--- src/rtl/masked_subbytes_seq_if.sv ---
// Byte-lane bus between the SubBytes sequencer and the two-lane masked GF(2^8) inverse unit.
interface masked_subbytes_seq_if;
  logic [7:0] inv_a_sh0;
  logic [7:0] inv_a_sh1;
  logic [7:0] inv_b_sh0;
  logic [7:0] inv_b_sh1;
  logic [7:0] inv_random;
  logic [7:0] inv_a_res_sh0;
  logic [7:0] inv_a_res_sh1;
  logic [7:0] inv_b_res_sh0;
  logic [7:0] inv_b_res_sh1;

  modport master (
    output inv_a_sh0, inv_a_sh1, inv_b_sh0, inv_b_sh1, inv_random,
    input  inv_a_res_sh0, inv_a_res_sh1, inv_b_res_sh0, inv_b_res_sh1
  );

  modport slave (
    input  inv_a_sh0, inv_a_sh1, inv_b_sh0, inv_b_sh1, inv_random,
    output inv_a_res_sh0, inv_a_res_sh1, inv_b_res_sh0, inv_b_res_sh1
  );
endinterface

--- src/rtl/masked_subbytes_seq.sv ---
// Masked SubBytes / InvSubBytes sequencer: streams 16 state bytes, two per cycle,
// through an external masked inverse unit and reassembles the transformed shares.
module masked_subbytes_seq #(
  parameter int unsigned INV_LAT = 4
) (
  input  logic                         clk,
  input  logic                         rst_n,
  input  logic                         start,
  input  logic                         decrypt,
  input  logic [127:0]                 state_sh0,
  input  logic [127:0]                 state_sh1,
  input  logic [7:0]                   rnd_in,
  output logic                         rnd_req,
  masked_subbytes_seq_if.master        inv,
  output logic [127:0]                 out_sh0,
  output logic [127:0]                 out_sh1,
  output logic                         busy,
  output logic                         done
);

  typedef enum logic [1:0] {IDLE, RUN, DONE} state_e;

  // Inverse affine map (bit i <- b[i+2]^b[i+5]^b[i+7]) expressed as byte rotations.
  function automatic logic [7:0] inv_aff(input logic [7:0] b);
    return {b[1:0], b[7:2]} ^ {b[4:0], b[7:5]} ^ {b[6:0], b[7]};
  endfunction

  function automatic logic [7:0] fwd_aff(input logic [7:0] x);
    return x ^ {x[3:0], x[7:4]} ^ {x[4:0], x[7:5]} ^ {x[5:0], x[7:6]} ^ {x[6:0], x[7]};
  endfunction

  state_e               state_q, state_d;
  logic [127:0]         sh0_q, sh0_d, sh1_q, sh1_d;
  logic                 dec_q, dec_d;
  logic [2:0]           iss_q, iss_d;
  logic                 iss_end_q, iss_end_d;
  logic [2:0]           rcv_q, rcv_d;
  logic [INV_LAT-1:0]   vld_q, vld_d;
  logic [127:0]         out_sh0_q, out_sh0_d, out_sh1_q, out_sh1_d;
  logic                 busy_q, busy_d;
  logic                 done_q, done_d;

  logic                 issue;
  logic                 tail;
  logic [6:0]           a_base, b_base, r_base;
  logic [7:0]           a0, a1, b0, b1;
  logic [7:0]           lane_a0, lane_a1, lane_b0, lane_b1;
  logic [7:0]           ra0, ra1, rb0, rb1;

  always_comb begin
    state_d   = state_q;
    sh0_d     = sh0_q;
    sh1_d     = sh1_q;
    dec_d     = dec_q;
    iss_d     = iss_q;
    iss_end_d = iss_end_q;
    rcv_d     = rcv_q;
    vld_d     = vld_q;
    out_sh0_d = out_sh0_q;
    out_sh1_d = out_sh1_q;

    issue  = (state_q == RUN) && !iss_end_q;
    tail   = vld_q[INV_LAT-1];
    a_base = {iss_q, 4'h0};
    b_base = {iss_q, 4'h8};
    r_base = {rcv_q, 4'h0};

    a0 = sh0_q[a_base +: 8];
    a1 = sh1_q[a_base +: 8];
    b0 = sh0_q[b_base +: 8];
    b1 = sh1_q[b_base +: 8];
    if (dec_q) begin
      a0 = inv_aff(a0) ^ 8'h05;
      a1 = inv_aff(a1);
      b0 = inv_aff(b0) ^ 8'h05;
      b1 = inv_aff(b1);
    end
    lane_a0 = issue ? a0 : '0;
    lane_a1 = issue ? a1 : '0;
    lane_b0 = issue ? b0 : '0;
    lane_b1 = issue ? b1 : '0;

    ra0 = inv.inv_a_res_sh0;
    ra1 = inv.inv_a_res_sh1;
    rb0 = inv.inv_b_res_sh0;
    rb1 = inv.inv_b_res_sh1;
    if (!dec_q) begin
      ra0 = fwd_aff(ra0) ^ 8'h63;
      ra1 = fwd_aff(ra1);
      rb0 = fwd_aff(rb0) ^ 8'h63;
      rb1 = fwd_aff(rb1);
    end

    unique case (state_q)
      IDLE: begin
        if (start) begin
          state_d   = RUN;
          sh0_d     = state_sh0;
          sh1_d     = state_sh1;
          dec_d     = decrypt;
          iss_d     = '0;
          iss_end_d = 1'b0;
          rcv_d     = '0;
          vld_d     = '0;
          out_sh0_d = '0;
          out_sh1_d = '0;
        end
      end
      RUN: begin
        if (issue) begin
          iss_d = iss_q + 3'd1;
          if (iss_q == 3'd7) iss_end_d = 1'b1;
        end
        vld_d = {vld_q[INV_LAT-2:0], issue};
        // Results are only trusted when the tail valid bit says they belong to an issue.
        if (tail) begin
          out_sh0_d[r_base +: 8]        = ra0;
          out_sh1_d[r_base +: 8]        = ra1;
          out_sh0_d[(r_base + 7'd8) +: 8] = rb0;
          out_sh1_d[(r_base + 7'd8) +: 8] = rb1;
          rcv_d = rcv_q + 3'd1;
          if (rcv_q == 3'd7) state_d = DONE;
        end
      end
      DONE:    state_d = IDLE;
      default: state_d = IDLE;
    endcase

    busy_d = (state_d == RUN);
    done_d = (state_d == DONE);
  end

  always_ff @(posedge clk or negedge rst_n) begin
    if (!rst_n) begin
      state_q   <= IDLE;
      sh0_q     <= '0;
      sh1_q     <= '0;
      dec_q     <= 1'b0;
      iss_q     <= '0;
      iss_end_q <= 1'b0;
      rcv_q     <= '0;
      vld_q     <= '0;
      out_sh0_q <= '0;
      out_sh1_q <= '0;
      busy_q    <= 1'b0;
      done_q    <= 1'b0;
    end else begin
      state_q   <= state_d;
      sh0_q     <= sh0_d;
      sh1_q     <= sh1_d;
      dec_q     <= dec_d;
      iss_q     <= iss_d;
      iss_end_q <= iss_end_d;
      rcv_q     <= rcv_d;
      vld_q     <= vld_d;
      out_sh0_q <= out_sh0_d;
      out_sh1_q <= out_sh1_d;
      busy_q    <= busy_d;
      done_q    <= done_d;
    end
  end

  assign inv.inv_a_sh0  = lane_a0;
  assign inv.inv_a_sh1  = lane_a1;
  assign inv.inv_b_sh0  = lane_b0;
  assign inv.inv_b_sh1  = lane_b1;
  assign inv.inv_random = rnd_in;

  assign out_sh0 = out_sh0_q;
  assign out_sh1 = out_sh1_q;
  assign busy    = busy_q;
  assign rnd_req = busy_q;
  assign done    = done_q;

endmodule

--- src/flat_wrapper.sv ---
// flat-port wrapper written by rule: the top's interface ports become plain ports
module masked_subbytes_seq_flat 
#(
  parameter int unsigned INV_LAT = 4
)
  (clk, rst_n, start, decrypt, state_sh0, state_sh1, rnd_in, rnd_req, out_sh0, out_sh1, busy, done, inv_inv_a_sh0, inv_inv_a_sh1, inv_inv_b_sh0, inv_inv_b_sh1, inv_inv_random, inv_inv_a_res_sh0, inv_inv_a_res_sh1, inv_inv_b_res_sh0, inv_inv_b_res_sh1);
  masked_subbytes_seq_if inv_i ();
  input  logic clk;
  input  logic rst_n;
  input  logic start;
  input  logic decrypt;
  input  logic [127:0] state_sh0;
  input  logic [127:0] state_sh1;
  input  logic [7:0] rnd_in;
  output logic rnd_req;
  output logic [127:0] out_sh0;
  output logic [127:0] out_sh1;
  output logic busy;
  output logic done;
  output wire logic [$bits(inv_i.inv_a_sh0)-1:0] inv_inv_a_sh0;
  output wire logic [$bits(inv_i.inv_a_sh1)-1:0] inv_inv_a_sh1;
  output wire logic [$bits(inv_i.inv_b_sh0)-1:0] inv_inv_b_sh0;
  output wire logic [$bits(inv_i.inv_b_sh1)-1:0] inv_inv_b_sh1;
  output wire logic [$bits(inv_i.inv_random)-1:0] inv_inv_random;
  input wire logic [$bits(inv_i.inv_a_res_sh0)-1:0] inv_inv_a_res_sh0;
  input wire logic [$bits(inv_i.inv_a_res_sh1)-1:0] inv_inv_a_res_sh1;
  input wire logic [$bits(inv_i.inv_b_res_sh0)-1:0] inv_inv_b_res_sh0;
  input wire logic [$bits(inv_i.inv_b_res_sh1)-1:0] inv_inv_b_res_sh1;
  assign inv_inv_a_sh0 = inv_i.inv_a_sh0;
  assign inv_inv_a_sh1 = inv_i.inv_a_sh1;
  assign inv_inv_b_sh0 = inv_i.inv_b_sh0;
  assign inv_inv_b_sh1 = inv_i.inv_b_sh1;
  assign inv_inv_random = inv_i.inv_random;
  assign inv_i.inv_a_res_sh0 = inv_inv_a_res_sh0;
  assign inv_i.inv_a_res_sh1 = inv_inv_a_res_sh1;
  assign inv_i.inv_b_res_sh0 = inv_inv_b_res_sh0;
  assign inv_i.inv_b_res_sh1 = inv_inv_b_res_sh1;
  masked_subbytes_seq #(.INV_LAT(INV_LAT)) u_core (.clk(clk), .rst_n(rst_n), .start(start), .decrypt(decrypt), .state_sh0(state_sh0), .state_sh1(state_sh1), .rnd_in(rnd_in), .rnd_req(rnd_req), .inv(inv_i), .out_sh0(out_sh0), .out_sh1(out_sh1), .busy(busy), .done(done));
endmodule
--- config.mk ---
export PLATFORM = sky130hd
export DESIGN_NAME = masked_subbytes_seq_flat
export DESIGN_NICKNAME = d
export VERILOG_FILES = /design/src/rtl/masked_subbytes_seq_if.sv /design/src/rtl/masked_subbytes_seq.sv /design/src/flat_wrapper.sv
export SDC_FILE = /design/constraint.sdc
export NUM_CORES = 1
export LEC_CHECK = 0
export ABC_AREA = 1
export BUFFER_PORTS_ARGS = -buffer_cell sky130_fd_sc_hd__buf_4
export CAP_MARGIN = 20
export CORE_MARGIN = 1.5
export CORE_UTILIZATION = 50
export CTS_CLUSTER_SIZE = 10
export DETAILED_ROUTE_END_ITERATION = 10
export PLACE_DENSITY = 0.89
export SETUP_SLACK_MARGIN = 0.4
export SLEW_MARGIN = 20
export SYNTH_ARGS = -nofsm -noshare
export SYNTH_HDL_FRONTEND = slang
export SYNTH_SLANG_ARGS = --single-unit
--- constraint.sdc ---
create_clock -name clk -period 2.64 [get_ports clk]
set_clock_uncertainty 0.15 [all_clocks]
set_input_delay 0 -clock clk [delete_from_list [all_inputs] [get_ports clk]]
set_output_delay 0 -clock clk [all_outputs]
set_load 0.03 [all_outputs]
==> flow_metrics.tcl, run 1 <==
set metrics [dict create \
    status "did not finish" \
    lastStage "5_1_grt" \
    firstError "[ERROR GRT-0232] Routing congestion too high. Check the congestion heatmap in the GUI." \
    avgSynthCellArea_um2 7.54 \
    ys_types 34 \
    yosys_warnings 0 \
    synth_top_cell_by_area "dfrtp_1" \
    port_buffers 582 \
    syn_nets 3832 \
    grt_max_degree 113 \
    yosys.area.top_type_share_pct 49.8 \
    hpwl_um 65100 \
    synth_compound_area_share_pct 8.24 \
    cts-root-buf "clkbuf_16" \
    syn_area_um2 26500 \
    rows 84 \
    muxShareOfSynthArea_pct 0 \
    die_y_um 233 \
    synth_top_family_by_area "simple AND/OR/NAND/NOR gates" \
    h-tree-depth 2 \
    ios 599 \
    synthTopCellsByArea "dfrtp_1 (50%), nand2_1 (20%), nand3_1 (7.2%)" \
    yosys_register_bits 528 \
    start_util_pct 50.5 \
    synth_commonest_cells "nand2_1 (1419), dfrtp_1 (528), nand3_1 (381)" \
    ctsLongestPathBuffers 3 \
    synth-simple-area-share_pct 30.8 \
    clock-sinks 528 \
    yosys_most_used_dff "dfrtp_1" \
    yosysMostFrequentCell "nand2_1" \
    place_congestion 0.956 \
    yosysSeqAreaShare_pct 49.8 \
    crit_endpoint "inv_inv_a_sh1[5]" \
    dieWidth_um 233 \
    grtUsageTotal_pct 70.0 \
    postSynth.asyncResetShare_pct 100 \
    synth_edf_count 0 \
    worst_endpoint_kind "primary output" \
    synth_xor_area_share_pct 1.58 \
    overflow 13 \
    synthCells 3522 \
    cts_buffers 59 \
    synthAdderAreaFrac_pct 0.471 \
]
-- repair_timing --
action                                  4_1_cts
gates resized for setup                     331
endpoints found under the hold margin       973
hold buffers                                472
pin swaps                                    99
endpoints found under the setup margin       42
cloned                                       16
buffers inserted                             32
-- metrics by stage --
step	cells	area (um2)	TNS [ps]	worst slack (ps)
CTS	5250	39600	-1350	-63.1
detailed placement	4660	31500	0	376
global placement	4660	31500	0	444
floorplan	3522	26600	0	404
-- cell families after synthesis --
logic type,after synthesis
buffers and inverters,567
adder cells (fa/ha/maj),10
AND/OR/NAND/NOR,1940
AO/OA/AOI/OAI,430
XOR/XNOR,47
flip-flops,528
-- routing by layer --
metal | GRT overflow | GRT usage (%)
met5 | 0 | 39.3
met4 | 5 | 64.1
met3 | 2 | 62.4
met2 | 5 | 81.6
met1 | 1 | 70.1
==> run 2, diff against run 1 <==
- CORE_UTILIZATION: 50 -> 35
- CTS_CLUSTER_SIZE: 10 -> not set
- PLACE_DENSITY: 0.89 -> not set
- PLACE_DENSITY_LB_ADDON: not set -> 0.15
- SETUP_SLACK_MARGIN: 0.4 -> not set
- clock period: 2.64 -> 3.4 ns (I/O delays scaled with it)
==> flow_metrics.tcl, run 2 <==
set metrics [dict create \
    crit_type "flop to output pin" \
    final_cell_mix "nand2_1 (1419), buf_4 (612), dlygate4sd3_1 (545)" \
    p_leak_uw 0.0202 \
    dieArea_um2 77500 \
    status "complete, no violations" \
    final_common_cell "nand2_1" \
    post-route-util_pct 52.4 \
    grt_pass1_vias 27400 \
    overflow 0 \
    worstMarginPinSlew_ps 1030 \
    yosys_warnings 0 \
    wl_met3_um 6230 \
    stdcell_count 5591 \
    synthCells 3522 \
    fin_crit_ps 3170 \
    slew_headroom_pct 30.9 \
    cts-root-buf "clkbuf_16" \
    r2r-end "u_core.out_sh1[107]" \
    synth_commonest_cells "nand2_1 (1419), dfrtp_1 (528), nand3_1 (381)" \
    report.final.setup_viol 0 \
    rsz0062_at_grt "false" \
    antenna_found_initial 12 \
    worstHoldPathType "primary input to flop" \
    yosys_most_used_dff "dfrtp_1" \
    avgSynthCellArea_um2 7.54 \
    crit_fanout 41 \
    worstSetupEndpointType "output pin" \
    die_y_um 278 \
    yosys.area.top_type_share_pct 49.8 \
    top_layer "met5" \
    cts_tree "yes" \
    final.setup.tns_ps 0 \
    dieWidth_um 278 \
    ios 599 \
    ctsLongestPathBuffers 3 \
    fin_nets 4872 \
    ant_nets 0 \
    synthTopCellsByArea "dfrtp_1 (50%), nand2_1 (20%), nand3_1 (7.2%)" \
    yosysSeqAreaShare_pct 49.8 \
    finalHoldViolCount 0 \
    area_growth_syn_to_layout_pct 47.6 \
    holdWs_ps 29.4 \
    dp.cells 4921 \
    routed_wl_um 106000 \
    route.detailed.drc 0 \
    startpoint "u_core.iss_q[0]" \
    synth_edf_count 0 \
    ff2ff_path_depth 9 \
    wl_met1_um 46000 \
    ff2ff_setup_slack_ps 230 \
    wl_met2_um 50600 \
    grt_pass1_wl_um 162000 \
    ys_types 34 \
    powerDensity_nw_per_um2 928 \
    grt_max_degree 146 \
    wire_per_inst_um 19.0 \
    drt_pass1_iterations 7 \
    fmax_mhz 315 \
    clkTransAtPathRegs_ps 60 \
    slew_viol_final 0 \
    cts_buffers 60 \
    port_buffers 582 \
    max_cap_viol_count 0 \
    critPathLaunchType "flop" \
    fin_crit_sh_pct 93.4 \
    via_per_inst 4.92 \
    drt_iter0_markers 2468 \
    via_count 27500 \
    peakVddDrop_mv 0.627 \
    hpwl_um 70900 \
    rows 100 \
    place_congestion 0.899 \
    fin_ws_ps 225 \
    drive_above_1_share_pct 16.8 \
    core_area_um2 74700 \
    start_util_pct 35.5 \
    pre_cts_ws_ps 434 \
    yosys_register_bits 528 \
    syn_nets 3832 \
    r2r-start "u_core.dec_q" \
    worstPathArrival_ps 3020 \
    postSynth.asyncResetShare_pct 100 \
    h-tree-depth 2 \
    clk_latency_ps 620 \
    synth_top_cell_by_area "dfrtp_1" \
    crit_end "inv_inv_b_sh1[6]" \
    yosysMostFrequentCell "nand2_1" \
    grtUsageTotal_pct 26.8 \
    clock-sinks 528 \
    fillers 7019 \
    critPathRequiredTime_ps 3250 \
    syn_area_um2 26500 \
]
[run 2: stage by stage]
step	instance area (um2)	power (uW)
global placement	31600	28700
finish	39200	36400
global route	39200	38900
CTS	39100	36200
detailed placement	31600	28800
floorplan	26500	22200
[run 2: what timing repair did]
| item | CTS | global route |
|---|---|---|
| endpoints found under the setup margin | 0 | 19 |
| setup buffers | 0 | 1 |
| resized for setup | 0 | 5 |
| endpoints found under the hold margin | 947 | 0 |
| hold buffers | 546 | 0 |
[run 2: worst min-delay path by stage]
stage / from / endpoint / slack (ps) / cells past startpoint
2_1_floorplan: rst_n / u_core.busy / -450 / 0
3_3_place_gp: rnd_in[4] / inv_inv_random[4] / -150 / 0
3_5_place_dp: rnd_in[4] / inv_inv_random[4] / -150 / 0
4_1_cts: state_sh1[83] / u_core.sh1_q[83] / 0.2 / 4
5_1_grt: state_sh1[67] / u_core.sh1_q[67] / 20 / 4
6_report: state_sh1[52] / u_core.sh1_q[52] / 30 / 4
[run 2: kinds of logic (layout without fill, tap and decap cells)]
family	after synthesis	in the layout	share of synthesized area [%]
AO/OA/AOI/OAI	430	430	8.24
XOR/XNOR	47	47	1.58
adder cells (fa/ha/maj)	10	10	0.471
buffers and inverters	567	1654	9.08
flip-flops	528	528	49.8
other	0	13	0
AND/OR/NAND/NOR	1940	1940	30.8
[run 2: cell type report]
type,count,area [um2],share of cell area [%]
clock buffer,87,1760,4.50
multi-input combinational,2427,10900,27.9
sequential,528,13200,33.7
clock inverter,22,220,0.562
timing repair buffer,1173,10400,26.5
antenna,13,32.5,0.0830
inverter,372,1420,3.62
tap,969,1210,3.10
[run 2: routing by layer]
layer	up-vias	global-route usage (%)
met5	-	0
met4	8	8.27
met3	204	3.52
met2	940	44.5
met1	13100	36.4
li1	13300	-
[run 2: power by group]
group	internal [uW]	leakage, uW	switching [uW]
sequential	8710	0.00684	1210
combinational	6330	0.0124	13600
clock	3880	0.000991	2680
total	18900	0.0202	17400
[run 2: critical path, cell delays in order, from the launching register on]
cell,delay [ps]
dfrtp_4,600
clkinv_8,240
buf_12,240
nand2_1,60
nand3_1,160
nand2_1,110
nand2_1,50
nand2_1,160
nand2_1,70
nand3_1,70
nand2_1,50
a21oi_1,330
buf_4,240
Power figures use the tool's default switching activity.
==> run 3, diff against run 2 <==
- CTS_BUF_LIST: not set -> sky130_fd_sc_hd__clkbuf_8
==> flow_metrics.tcl, run 3 (synthesis gave the netlist of run 2 again) <==
set metrics [dict create \
    grt_pass1_wl_um 166000 \
    place_congestion 0.899 \
    start_util_pct 35.5 \
    seq_area_um2 13200 \
    worstPathArrival_ps 3650 \
    crit_type "flop to flop" \
    cts-root-buf "clkbuf_8" \
    die_y_um 278 \
    fin_nets 4982 \
    peakVddDrop_mv 0.662 \
    p_int_uw 18400 \
    seqPwrFrac_pct 27.5 \
    p_leak_uw 0.0207 \
    fin_ws_ps 163 \
    cp_num_buf_inv 4 \
    final_common_cell "nand2_1" \
    route.detailed.drc 0 \
    cpPeakStageDelay_ps 580 \
    hpwl_um 70900 \
    cp_slowest_cell "dlygate4sd3_1" \
    comb_power_share_pct 55.8 \
    placed_area_um2 31600 \
    pre_cts_ws_ps 434 \
    cts_buffers 93 \
    clk_latency_ps 690 \
    powerDensity_nw_per_um2 904 \
    finalHoldViolCount 0 \
    pwr-share-clk_pct 16.7 \
    routed_wl_um 109000 \
    grt_pass1_vias 28200 \
    antenna_found_initial 16 \
    stdcell_count 5725 \
    clock-sinks 528 \
    ant_nets 0 \
    fillers 6922 \
    worstHoldPathType "primary input to flop" \
    h-tree-depth 3 \
    drive_above_1_share_pct 17.3 \
    dieWidth_um 278 \
    dieArea_um2 77500 \
    fmax_mhz 309 \
    wire_per_inst_um 19.0 \
    drt_iter0_markers 2329 \
    swShare_pct 49.0 \
    status "complete, no violations" \
    critPathRequiredTime_ps 3820 \
    drt_pass1_iterations 5 \
    worstMarginPinSlew_ps 1020 \
    final_cell_area_um2 39900 \
    rows 100 \
    worstSetupEndpointType "flop" \
    fin_crit_sh_pct 95.2 \
    max_cap_viol_count 0 \
    crit_chain "inv_2 -> buf_4 -> nand4_1 -> dlygate4sd3_1 -> nand2_1 -> dlygate4sd3_1 -> nor2_1 -> nand2_1 -> o21ai_0" \
    clkTransAtPathRegs_ps 60 \
    grtUsageTotal_pct 27.5 \
    post-route-util_pct 53.4 \
    cts_tree "yes" \
    grt_max_degree 146 \
    core_area_um2 74700 \
    report.final.setup_viol 0 \
    dp.cells 4921 \
    critical_path.top_delay_family "buffers and inverters" \
    via_per_inst 4.94 \
    final_cell_mix "nand2_1 (1419), dlygate4sd3_1 (620), buf_4 (614)" \
    overflow 0 \
    area_growth_syn_to_layout_pct 50.2 \
    critPathLaunchType "flop" \
    port_buffers 582 \
    slew_viol_final 0 \
    via_count 28300 \
    switchingPower_uw 17700 \
    crit_fanout 29 \
    multiInputGateArea_um2 10900 \
    ios 599 \
    ctsLongestPathBuffers 3 \
    slew_headroom_pct 31.6 \
    fin_crit_ps 3240 \
]
-- run 3: cell count changes in the layout (fill, tap and decap cells not counted), sizes merged, moves of 2 or more --
cell | previous run | this run
clkbuf | 88 | 119
inv | 372 | 401
diode | 13 | 15
buf | 627 | 629
clkinv | 17 | 13
dlygate4sd3 | 545 | 620
bufinv | 4 | 1
-- run 3: per-layer routing --
layer	track usage (%)	vias to the layer above	wire, um
met5	0	-	28
met4	9.92	6	3780
met3	4.21	240	6520
met2	45.7	1029	51900
met1	36.5	13500	46400
li1	-	13500	-
-- run 3: per-stage QoR --
step,total power [uW],setup TNS (ps),hold WS [ps]
after CTS,35900,0,30.5
after global placement,28700,0,-150
after global routing,38600,-0.0682,74.6
final,36000,0,57.9
after detailed placement,28800,0,-150
after floorplan,22200,0,-446
-- run 3: worst paths after layout --
check / startpoint / slack [ps] / depth (start not counted) / to
setup / recovery: u_core.dec_q / 160 / 9 / u_core.out_sh1[91]
hold / removal: state_sh0[15] / 60 / 4 / u_core.sh0_q[15]
setup reg to reg: u_core.dec_q / 160 / 9 / u_core.out_sh1[91]
hold reg to reg: u_core.out_sh0[21] / 330 / 2 / u_core.out_sh0[21]
max in group asynchronous: rst_n / 2020 / 4 / u_core.out_sh0[50]
min in group asynchronous: rst_n / 470 / 4 / u_core.out_sh1[47]
-- run 3: area by class of cell --
| class | count | area share, % |
|---|---|---|
| flip-flops and latches | 528 | 33.2 |
| well taps | 969 | 3.04 |
| repair buffers | 1250 | 28.0 |
| inverters | 372 | 3.57 |
| clock buffers | 119 | 4.11 |
| diodes | 15 | 0.0942 |
| multi-input cells | 2427 | 27.4 |
| clock inverters | 45 | 0.622 |
-- run 3: power groups by stage --
stage	combinational (uW)	sequential, uW	clock, uW
floorplan	10900	11300	0
global placement	18800	9930	0
detailed placement	18800	9970	0
CTS	19800	9890	6150
global route	22000	10100	6400
finish	20100	9910	6020
-- run 3: worst register-to-register path, cell delays in order (launching register included) --
cell and delay (ps):
dfrtp_2 410, inv_2 410, buf_4 420, nand4_1 130, dlygate4sd3_1 570, nand2_1 70, dlygate4sd3_1 580, nor2_1 90
nand2_1 200, o21ai_0 100
-- run 3: timing repair --
action                                  CTS  global route
gates cloned                              1             0
hold buffers                            621             0
setup endpoints to repair                10            21
endpoints found under the hold margin  1053             0
buffers inserted                          0             3
resized for setup                         2             4
